## config.mk

```make
export PLATFORM = sky130hd
export DESIGN_NAME = wb_late_merge_stage
export DESIGN_NICKNAME = d
export VERILOG_FILES = /design/src/rtl/wb_late_merge_stage.sv
export SDC_FILE = /design/constraint.sdc
export NUM_CORES = 1
export LEC_CHECK = 0
export BUFFER_PORTS_ARGS = -buffer_cell sky130_fd_sc_hd__buf_2
export CAP_MARGIN = 20
export CORE_ASPECT_RATIO = 2
export CORE_MARGIN = 2
export CORE_UTILIZATION = 55
export DETAILED_ROUTE_END_ITERATION = 10
export PLACE_DENSITY = 0.91
export SLEW_MARGIN = 20
export SYNTH_ARGS = -nofsm -noshare
export SYNTH_HDL_FRONTEND = slang
export SYNTH_SLANG_ARGS = --single-unit
```

## constraint.sdc

```tcl
create_clock -name clk -period 4.4 [get_ports clk]
set_input_delay 0.22 -clock clk [delete_from_list [all_inputs] [get_ports clk]]
set_output_delay 0.22 -clock clk [all_outputs]
set_load 0.005 [all_outputs]
```

## src/rtl/wb_late_merge_stage.sv

```systemverilog
// wb_late_merge_stage
//   Final pipeline stage. Registers the MEM-stage bundle and selects one of
//   four result sources for the register-file write port. Long-latency
//   results that arrive out of band (FPU div/sqrt, misses) wait in a small
//   FIFO and share the same write port. Pipeline writes win by default. The
//   queue takes the port when the pipeline has nothing to write, or when
//   the pipeline has won STARVE_MAX cycles in a row.
//
// Ports
//   clk, reset            clock; synchronous active-high reset
//   stall                 hold the stage register
//   Next*                 MEM-stage bundle (we, addr, source select, four
//                         source operands, opcode, funct)
//   LateValid/Addr/Data   late-result offer; LateReady = queue can accept
//   PendAddrQ / PendHit   lookup: is this address waiting in the queue
//   WBStallReq            upstream must stall this cycle (queue forced)
//   RegWB*                register-file write port; RegWBSrcLate marks a
//                         queue-sourced write
//   Opcode, Function      registered passthroughs
//   QueueCount            queue occupancy
module wb_late_merge_stage #(
    parameter int DW         = 32,
    parameter int AW         = 6,
    parameter int QDEPTH     = 4,
    parameter int STARVE_MAX = 3
) (
    input  logic                          clk,
    input  logic                          reset,
    input  logic                          stall,
    input  logic                          NextRegWE,
    input  logic [AW-1:0]                 NextRegWAddr,
    input  logic [1:0]                    NextDInSrc,
    input  logic [DW-1:0]                 NextPCPlusFour,
    input  logic [DW-1:0]                 NextALUOut,
    input  logic [DW-1:0]                 NextFPUOut,
    input  logic [DW-1:0]                 NextMEMDout,
    input  logic [5:0]                    NextOpcode,
    input  logic [5:0]                    NextFunct,
    input  logic                          LateValid,
    input  logic [AW-1:0]                 LateAddr,
    input  logic [DW-1:0]                 LateData,
    output logic                          LateReady,
    input  logic [AW-1:0]                 PendAddrQ,
    output logic                          PendHit,
    output logic                          WBStallReq,
    output logic                          RegWBWE,
    output logic [AW-1:0]                 RegWBAddr,
    output logic [DW-1:0]                 RegWBData,
    output logic                          RegWBSrcLate,
    output logic [5:0]                    Opcode,
    output logic [5:0]                    Function,
    output logic [$clog2(QDEPTH+1)-1:0]   QueueCount
);

    localparam int CW = $clog2(QDEPTH+1);
    localparam int PW = (QDEPTH > 1) ? $clog2(QDEPTH) : 1;
    localparam int SW = $clog2(STARVE_MAX+1);
    localparam logic [5:0] OP_NOP = 6'h15;

    // ---------------- stage register ----------------
    logic          reg_we;
    logic [AW-1:0] reg_waddr;
    logic [1:0]    din_src;
    logic [DW-1:0] pc4, alu_out, fpu_out, mem_out;
    logic [5:0]    opcode_q, funct_q;

    always_ff @(posedge clk) begin
        if (reset) begin
            reg_we    <= 1'b0;
            reg_waddr <= '0;
            din_src   <= '0;
            pc4       <= '0;
            alu_out   <= '0;
            fpu_out   <= '0;
            mem_out   <= '0;
            opcode_q  <= OP_NOP;
            funct_q   <= '0;
        end else if (!stall) begin
            reg_we    <= NextRegWE;
            reg_waddr <= NextRegWAddr;
            din_src   <= NextDInSrc;
            pc4       <= NextPCPlusFour;
            alu_out   <= NextALUOut;
            fpu_out   <= NextFPUOut;
            mem_out   <= NextMEMDout;
            opcode_q  <= NextOpcode;
            funct_q   <= NextFunct;
        end
    end

    logic [DW-1:0] pipe_data;
    always_comb begin
        pipe_data = pc4;
        case (din_src)
            2'd0:    pipe_data = pc4;
            2'd1:    pipe_data = alu_out;
            2'd2:    pipe_data = fpu_out;
            default: pipe_data = mem_out;
        endcase
    end

    // ---------------- late-result queue ----------------
    logic [AW-1:0]     q_addr [QDEPTH];
    logic [DW-1:0]     q_data [QDEPTH];
    logic [QDEPTH-1:0] q_vld;
    logic [PW-1:0]     wr_ptr, rd_ptr;
    logic [CW-1:0]     count;
    logic [SW-1:0]     starve;

    logic q_nonempty, ready_int, enq, deq, force_q, use_q;

    function automatic logic [PW-1:0] ptr_inc(input logic [PW-1:0] p);
        return (p == PW'(QDEPTH-1)) ? '0 : p + 1'b1;
    endfunction

    assign q_nonempty = (count != '0);
    // Readiness comes only from the registered count so the producer never
    // sees a combinational path through the dequeue decision.
    assign ready_int  = (count < CW'(QDEPTH));
    assign enq        = LateValid && ready_int;
    assign force_q    = q_nonempty && (starve == SW'(STARVE_MAX));
    assign use_q      = q_nonempty && (!reg_we || force_q);
    assign deq        = use_q;

    always_ff @(posedge clk) begin
        if (reset) begin
            count  <= '0;
            wr_ptr <= '0;
            rd_ptr <= '0;
            q_vld  <= '0;
            starve <= '0;
        end else begin
            if (enq) begin
                wr_ptr        <= ptr_inc(wr_ptr);
                q_vld[wr_ptr] <= 1'b1;
            end
            // enq and deq never target the same slot: that needs wr==rd,
            // i.e. empty (no deq) or full (no enq).
            if (deq) begin
                rd_ptr        <= ptr_inc(rd_ptr);
                q_vld[rd_ptr] <= 1'b0;
            end
            case ({enq, deq})
                2'b10:   count <= count + 1'b1;
                2'b01:   count <= count - 1'b1;
                default: ;
            endcase
            // Counts cycles the pipeline beat a non-empty queue.
            if (deq || !q_nonempty)
                starve <= '0;
            else if (reg_we && (starve != SW'(STARVE_MAX)))
                starve <= starve + 1'b1;
        end
    end

    // Entry payload needs no reset; q_vld and count define validity.
    always_ff @(posedge clk) begin
        if (enq) begin
            q_addr[wr_ptr] <= LateAddr;
            q_data[wr_ptr] <= LateData;
        end
    end

    always_comb begin
        PendHit = 1'b0;
        for (int i = 0; i < QDEPTH; i++)
            if (q_vld[i] && (q_addr[i] == PendAddrQ))
                PendHit = 1'b1;
    end

    // ---------------- outputs ----------------
    assign LateReady    = ready_int && !reset;
    assign WBStallReq   = force_q && reg_we;
    assign RegWBWE      = reg_we || q_nonempty;
    assign RegWBSrcLate = use_q;
    assign RegWBAddr    = use_q ? q_addr[rd_ptr] : reg_waddr;
    assign RegWBData    = use_q ? q_data[rd_ptr] : pipe_data;
    assign Opcode       = opcode_q;
    assign Function     = funct_q;
    assign QueueCount   = count;

endmodule

```

==> results.md, run 1 <==
* 1st-iter DRT viols at 616
* Most common cell after layout, fill and taps aside: buf_2
* Syn Area/Cell at 14.9 um^2
* Fmax at 330 MHz
* Crit start category: flip-flop
* Vias in the first global route at 10,231
* Setup bufs post-CTS at 0
* Pin count of the biggest net entering global routing at 97
* RSZ-0062 raised after global routing: false
* Most frequent cells in the layout: buf_2, dlygate4sd3_1, dfxtp_1
* Relative slew margins at 0.270
* Post-synthesis cell type count at 37
* Row Count at 79
* Routability Congestion at 0.812
* Worst Min Path Start: LateValid
* Vias/cell at 5.70
* Final Instance Count excl. Fillers at 1,599
* DIE HEIGHT at 221 um
* Fillers at 1,296
* Synth Net Count at 1,081
* Cell Area, Synth at 13,000 um^2
* Placed cell area at 14,400 um^2
* Starting Density at 0.560
* Crit-path max FO at 19
* Lkg Pwr at 7.11 nW
* GRT Util Overall at 0.289
* Final setup vio count at 0
* CTS Buf Count at 27
* RR Startpoint: QueueCount[2]
* Initial antenna violation count at 4
* Setup crit end kind: output pin
* Total gr overflow at 0
* Seq cells post-synth at 316
* Core area at 23,200 um^2
* Kind of critical path: flip-flop to output pin
* Port bufs at 254
* Final setup TNS at 0 ps
* Nets at 1,500
* Dominant cells by area after synthesis: edfxtp_1, dfxtp_1, mux4_2
* Layout cell share with drive strength beyond 1 at 0.317
* Worst min path class: input pin to flip-flop
* Clock sink total at 316
* Post-Layout Inst Area at 17,200 um^2
* EDFF count, synth at 152
* Crit path max-delay family: multiplexers
* PD cells at 466 nW/um^2
* Max Slew Vio Count at 0
* Worst Tran Pin Value at 1100 ps
* Tmin final at 3030 ps
* Final critical-path share of the clock period at 0.689
* Critical path origin: din_src[0]
* CP peak stage delay at 790 ps
* Area leader, netlist: edfxtp_1
* Drt pass-1 iters at 6
* Final hold violation count at 0
* Synth warnings at 0
* CTS tree: yes
* Seq/Total Area, Yosys at 0.604
* DRC at 0
* Area grow syn2layout at 32.4%
* Clk buf depth at 3
* Ys async rst share at 0
* CTS resizes at 0
* Root Buffer: clkbuf_16
* Worst path cell trace: buf_4, mux4_2, mux2_4, buf_2
* FF+latch area at 7860 um^2
* WP data arrival at 2810 ps
* Detailed placer's ending HPWL at 18.9 mm
* Post-DRT Antenna Nets at 0
* Status: complete, no violations
* VDD IR max at 0.000403 V
* Top-level I/O count at 255
* Die ar. at 25,000 um^2
* Slowest cell on crit path: dfxtp_2
* Synth top area share at 0.351
* Commonest register cell after synthesis: dfxtp_1
* CP required at 4180 ps
* Synth Instances at 873
* Die X at 113 um
* CTS clock-pin slew for the worst setup and hold paths at 70 ps
* Post-Route Skew at 24.3 ps
* Max Cap Violations at 0
* Final WL at 36.4 mm
* Worst Path Buf+Inv at 2
* Wire per inst at 22.7 um
* Multi-input logic area at 4810 um^2
* Placed cell count at 1,359
* H-tree levels at 1
* Clock latency on the worst-skew pair at 550 ps
* DR vias at 9,117
* Global-route wire length before repair at 55.3 mm
what timing repair did:
action | 4_1_cts | 5_1_grt
hold endpoints to repair | 300 | 1
hold buffers | 186 | 1
endpoints found under the setup margin | 0 | 0
power by group:
group | switching (mW) | total [mW] | internal, mW
Combinational | 0.826 | 1.89 | 1.06
Clock | 1.10 | 2.53 | 1.43
Sequential | 0.272 | 3.61 | 3.34
Total | 2.20 | 8.02 | 5.82
worst register-to-register path: cells and delay by family, from the launching register on:
| family | cells | cell delay [ps] |
|---|---|---|
| fa+ha+maj | 2 | 580 |
| flops | 1 | 450 |
| buf+inv | 2 | 220 |
| compound gates | 1 | 160 |
| xor+xnor | 1 | 190 |
| simple gates | 2 | 500 |
sequential cells by signal (all words and copies together) (netlist names), named ones only:
name,cells
wr_ptr,2
pc4,32
reg_we,1
Function,6
alu_out,32
q_addr,24
QueueCount,3
q_data,128
reg_waddr,6
q_vld,4
fpu_out,32
Opcode,6
din_src,2
rd_ptr,2
starve,2
mem_out,32
path summary, 6_finish.rpt:
check / endpoint / slack, ps / cells after the start
worst min register to register: starve[0] / 450 / 1
worst max-delay path: RegWBData[30] / 1370 / 4
worst min-delay path: wr_ptr[1] / 170 / 4
worst max register to register: QueueCount[2] / 2220 / 8
Yosys cell counts, types with 5 or more instances:
cell type,number
dfxtp_1,164
buf_2,26
nor2_1,159
mux2i_1,148
mux2_2,16
mux2_4,20
xor2_1,14
edfxtp_1,152
inv_1,9
clkbuf_1,20
mux4_2,68
buf_6,5
nor4_1,5
xnor2_1,12
ha_1,10
area by class of cell:
cell class,instances,share of cell area
antenna,4,0.000582
clock buffer,29,0.0397
clock inverter,20,0.0140
inverter,9,0.00196
multi-input combinational,491,0.279
sequential,316,0.457
tap,283,0.0206
timing repair buffer,447,0.187
routing by layer:
| layer | vias up | part of all wire | track usage |
|---|---|---|---|
| met4 | 0 | 0.054 | 0.162 |
| met5 | - | 0 | 0 |
| li1 | 4050 | - | - |
| met1 | 4520 | 0.34 | 0.300 |
| met2 | 409 | 0.56 | 0.546 |
| met3 | 138 | 0.048 | 0.0359 |
kinds of logic after synthesis:
kind of cell / after synthesis / synth area share
DFF: 316 / 0.604
muxes: 256 / 0.274
AOI/OAI and AO/OA: 13 / 0.00751
adders and majority gates: 11 / 0.0112
xor gates and xnor gates: 26 / 0.0175
buffers and inverters: 66 / 0.0273
and+or+nand+nor: 185 / 0.0585
per-stage QoR:
| step | worst slack (ps) | hold slack (ps) | total power [mW] | utilization |
|---|---|---|---|---|
| after floorplan | 2040 | 319 | 4.77 | - |
| after global placement | 1920 | 416 | 5.29 | 0.619 |
| after detailed placement | 1890 | 424 | 5.35 | 0.620 |
| after CTS | 1300 | 0.0765 | 7.95 | 0.740 |
| after global routing | 1220 | 200 | 8.28 | 0.741 |
| final | 1370 | 167 | 8.02 | 0.741 |
Note: power is estimated with default switching activity, not from simulation.
==> run 2: changes to the inputs <==
Settings changed: CORE_UTILIZATION 55 to 50, PLACE_DENSITY 0.91 to 0.87.
Clock period 4.4 ns to 2.5 ns, I/O delays scaled along.
==> results.md, run 2 (same netlist as run 1, synthesis figures left out) <==
* Most common cell after layout, fill and taps aside: buf_2
* Clock latency on the worst-skew pair at 550 ps
* Final critical-path share of the clock period at 0.965
* Nets at 1,516
* Worst Tran Pin Value at 774 ps
* Row Count at 83
* Top-level I/O count at 255
* Largest Register: q_data
* Die X at 118 um
* Max reg flops at 128
* CTS tree: yes
* GRT Util Overall at 0.261
* DRC at 0
* Final WL at 36.1 mm
* Status: complete, no violations
* Worst Min Path Start: LateValid
* DR vias at 9,215
* Fillers at 1,596
* Final setup TNS at 0 ps
* Post-Layout Inst Area at 17,500 um^2
* Port bufs at 254
* Placed cell area at 14,700 um^2
* Kind of critical path: flip-flop to output pin
* H-tree levels at 1
* Multi-input logic area at 4800 um^2
* Critical path origin: din_src[0]
* Final Instance Count excl. Fillers at 1,672
* Global-route wire length before repair at 54.8 mm
* Vias in the first global route at 10,223
* Pin count of the biggest net entering global routing at 67
* Crit start category: flip-flop
* CTS clock-pin slew for the worst setup and hold paths at 70 ps
* Setup bufs post-CTS at 0
* VDD IR max at 0.000795 V
* Detailed placer's ending HPWL at 20.3 mm
* Crit-path max FO at 19
* Area grow syn2layout at 34.9%
* Final hold violation count at 0
* Clock sink total at 316
* Wire per inst at 21.6 um
* Layout cell share with drive strength beyond 1 at 0.328
* Most frequent cells in the layout: buf_2, dlygate4sd3_1, dfxtp_1
* Setup crit end kind: output pin
* Max Cap Violations at 0
* CP required at 2380 ps
* Post-Route Skew at 13.2 ps
* RR Startpoint: starve[0]
* RSZ-0062 raised after global routing: false
* Die ar. at 27,400 um^2
* Root Buffer: clkbuf_16
* Drt pass-1 iters at 5
* Clk buf depth at 3
* Lkg Pwr at 7.22 nW
* Worst setup margin at 88.1 ps
* DIE HEIGHT at 232 um
* Worst min path class: input pin to flip-flop
* CTS Buf Count at 27
* Core area at 25,700 um^2
* 1st-iter DRT viols at 456
* Initial antenna violation count at 3
* R2R depth at 9
* Final setup vio count at 0
* WP data arrival at 2290 ps
* Starting Density at 0.507
* Post-DRT Antenna Nets at 0
* Hold Path Depth at 4
* Tmin final at 2410 ps
* Max Slew Vio Count at 0
* Fmax at 415 MHz
* Placed cell count at 1,431
* Relative slew margins at 0.484
* PD cells at 821 nW/um^2
* Vias/cell at 5.51
* Dpl ws at 352 ps
* Total gr overflow at 0
* FF+latch area at 7860 um^2
* Routability Congestion at 0.900
* Hold_ws at 41.6 ps
-- run 2: cell count changes in the layout (fill, tap and decap cells not counted), moves of 2 or more --
cell        delta
clkinvlp_4     +4
and2_4         -3
clkinv_2       -3
buf_12         +7
buf_4          +8
inv_6          +2
and2_2         +3
clkinv_1       -2
-- run 2: path summary, 6_finish.rpt --
kind | end | slack, ps
setup / recovery | RegWBData[11] | 90
hold / removal | wr_ptr[1] | 40
setup reg to reg | QueueCount[2] | 180
hold reg to reg | starve[0] | 440
-- run 2: layer usage --
| layer | vias to the layer above | wire (um) | global-route usage |
|---|---|---|---|
| li1 | 4086 | - | - |
| met1 | 4523 | 12100 | 0.253 |
| met2 | 434 | 20000 | 0.506 |
| met3 | 172 | 1680 | 0.0346 |
| met4 | 0 | 2420 | 0.173 |
| met5 | - | 0 | 0 |
-- run 2: timing repair --
action / CTS / global route
hold buffers: 187 / 0
endpoints found under the setup margin: 0 / 2
endpoints found under the hold margin: 301 / 0
gates resized for setup: 0 / 0
-- run 2: stage by stage --
step,power [mW],utilization
detailed placement,9.55,0.572
finish,14.4,0.684
global route,14.9,0.684
CTS,14.3,0.683
floorplan,8.39,-
global placement,9.46,0.572
-- run 2: cell type report --
class / count / share of cell area
sequential: 316 / 0.448
clock inverter: 20 / 0.0157
tap: 340 / 0.0242
inverter: 9 / 0.00193
clock buffer: 29 / 0.0395
antenna: 4 / 0.000570
timing repair buffer: 463 / 0.197
multi-input combinational: 491 / 0.274
-- run 2: where the power goes --
group          leakage, nW  switching, mW  internal (mW)  total, mW
Clock                0.449           1.93           2.65       4.57
Combinational         4.03           1.73           2.00       3.73
Sequential            2.75          0.236           5.87       6.10
Total                 7.22           3.90           10.5       14.4
-- run 2: worst max-delay path: stages, from the launching register on --
cell,delay [ps]
dfxtp_2,330
buf_4,360
mux4_2,580
mux2_4,300
buf_2,130
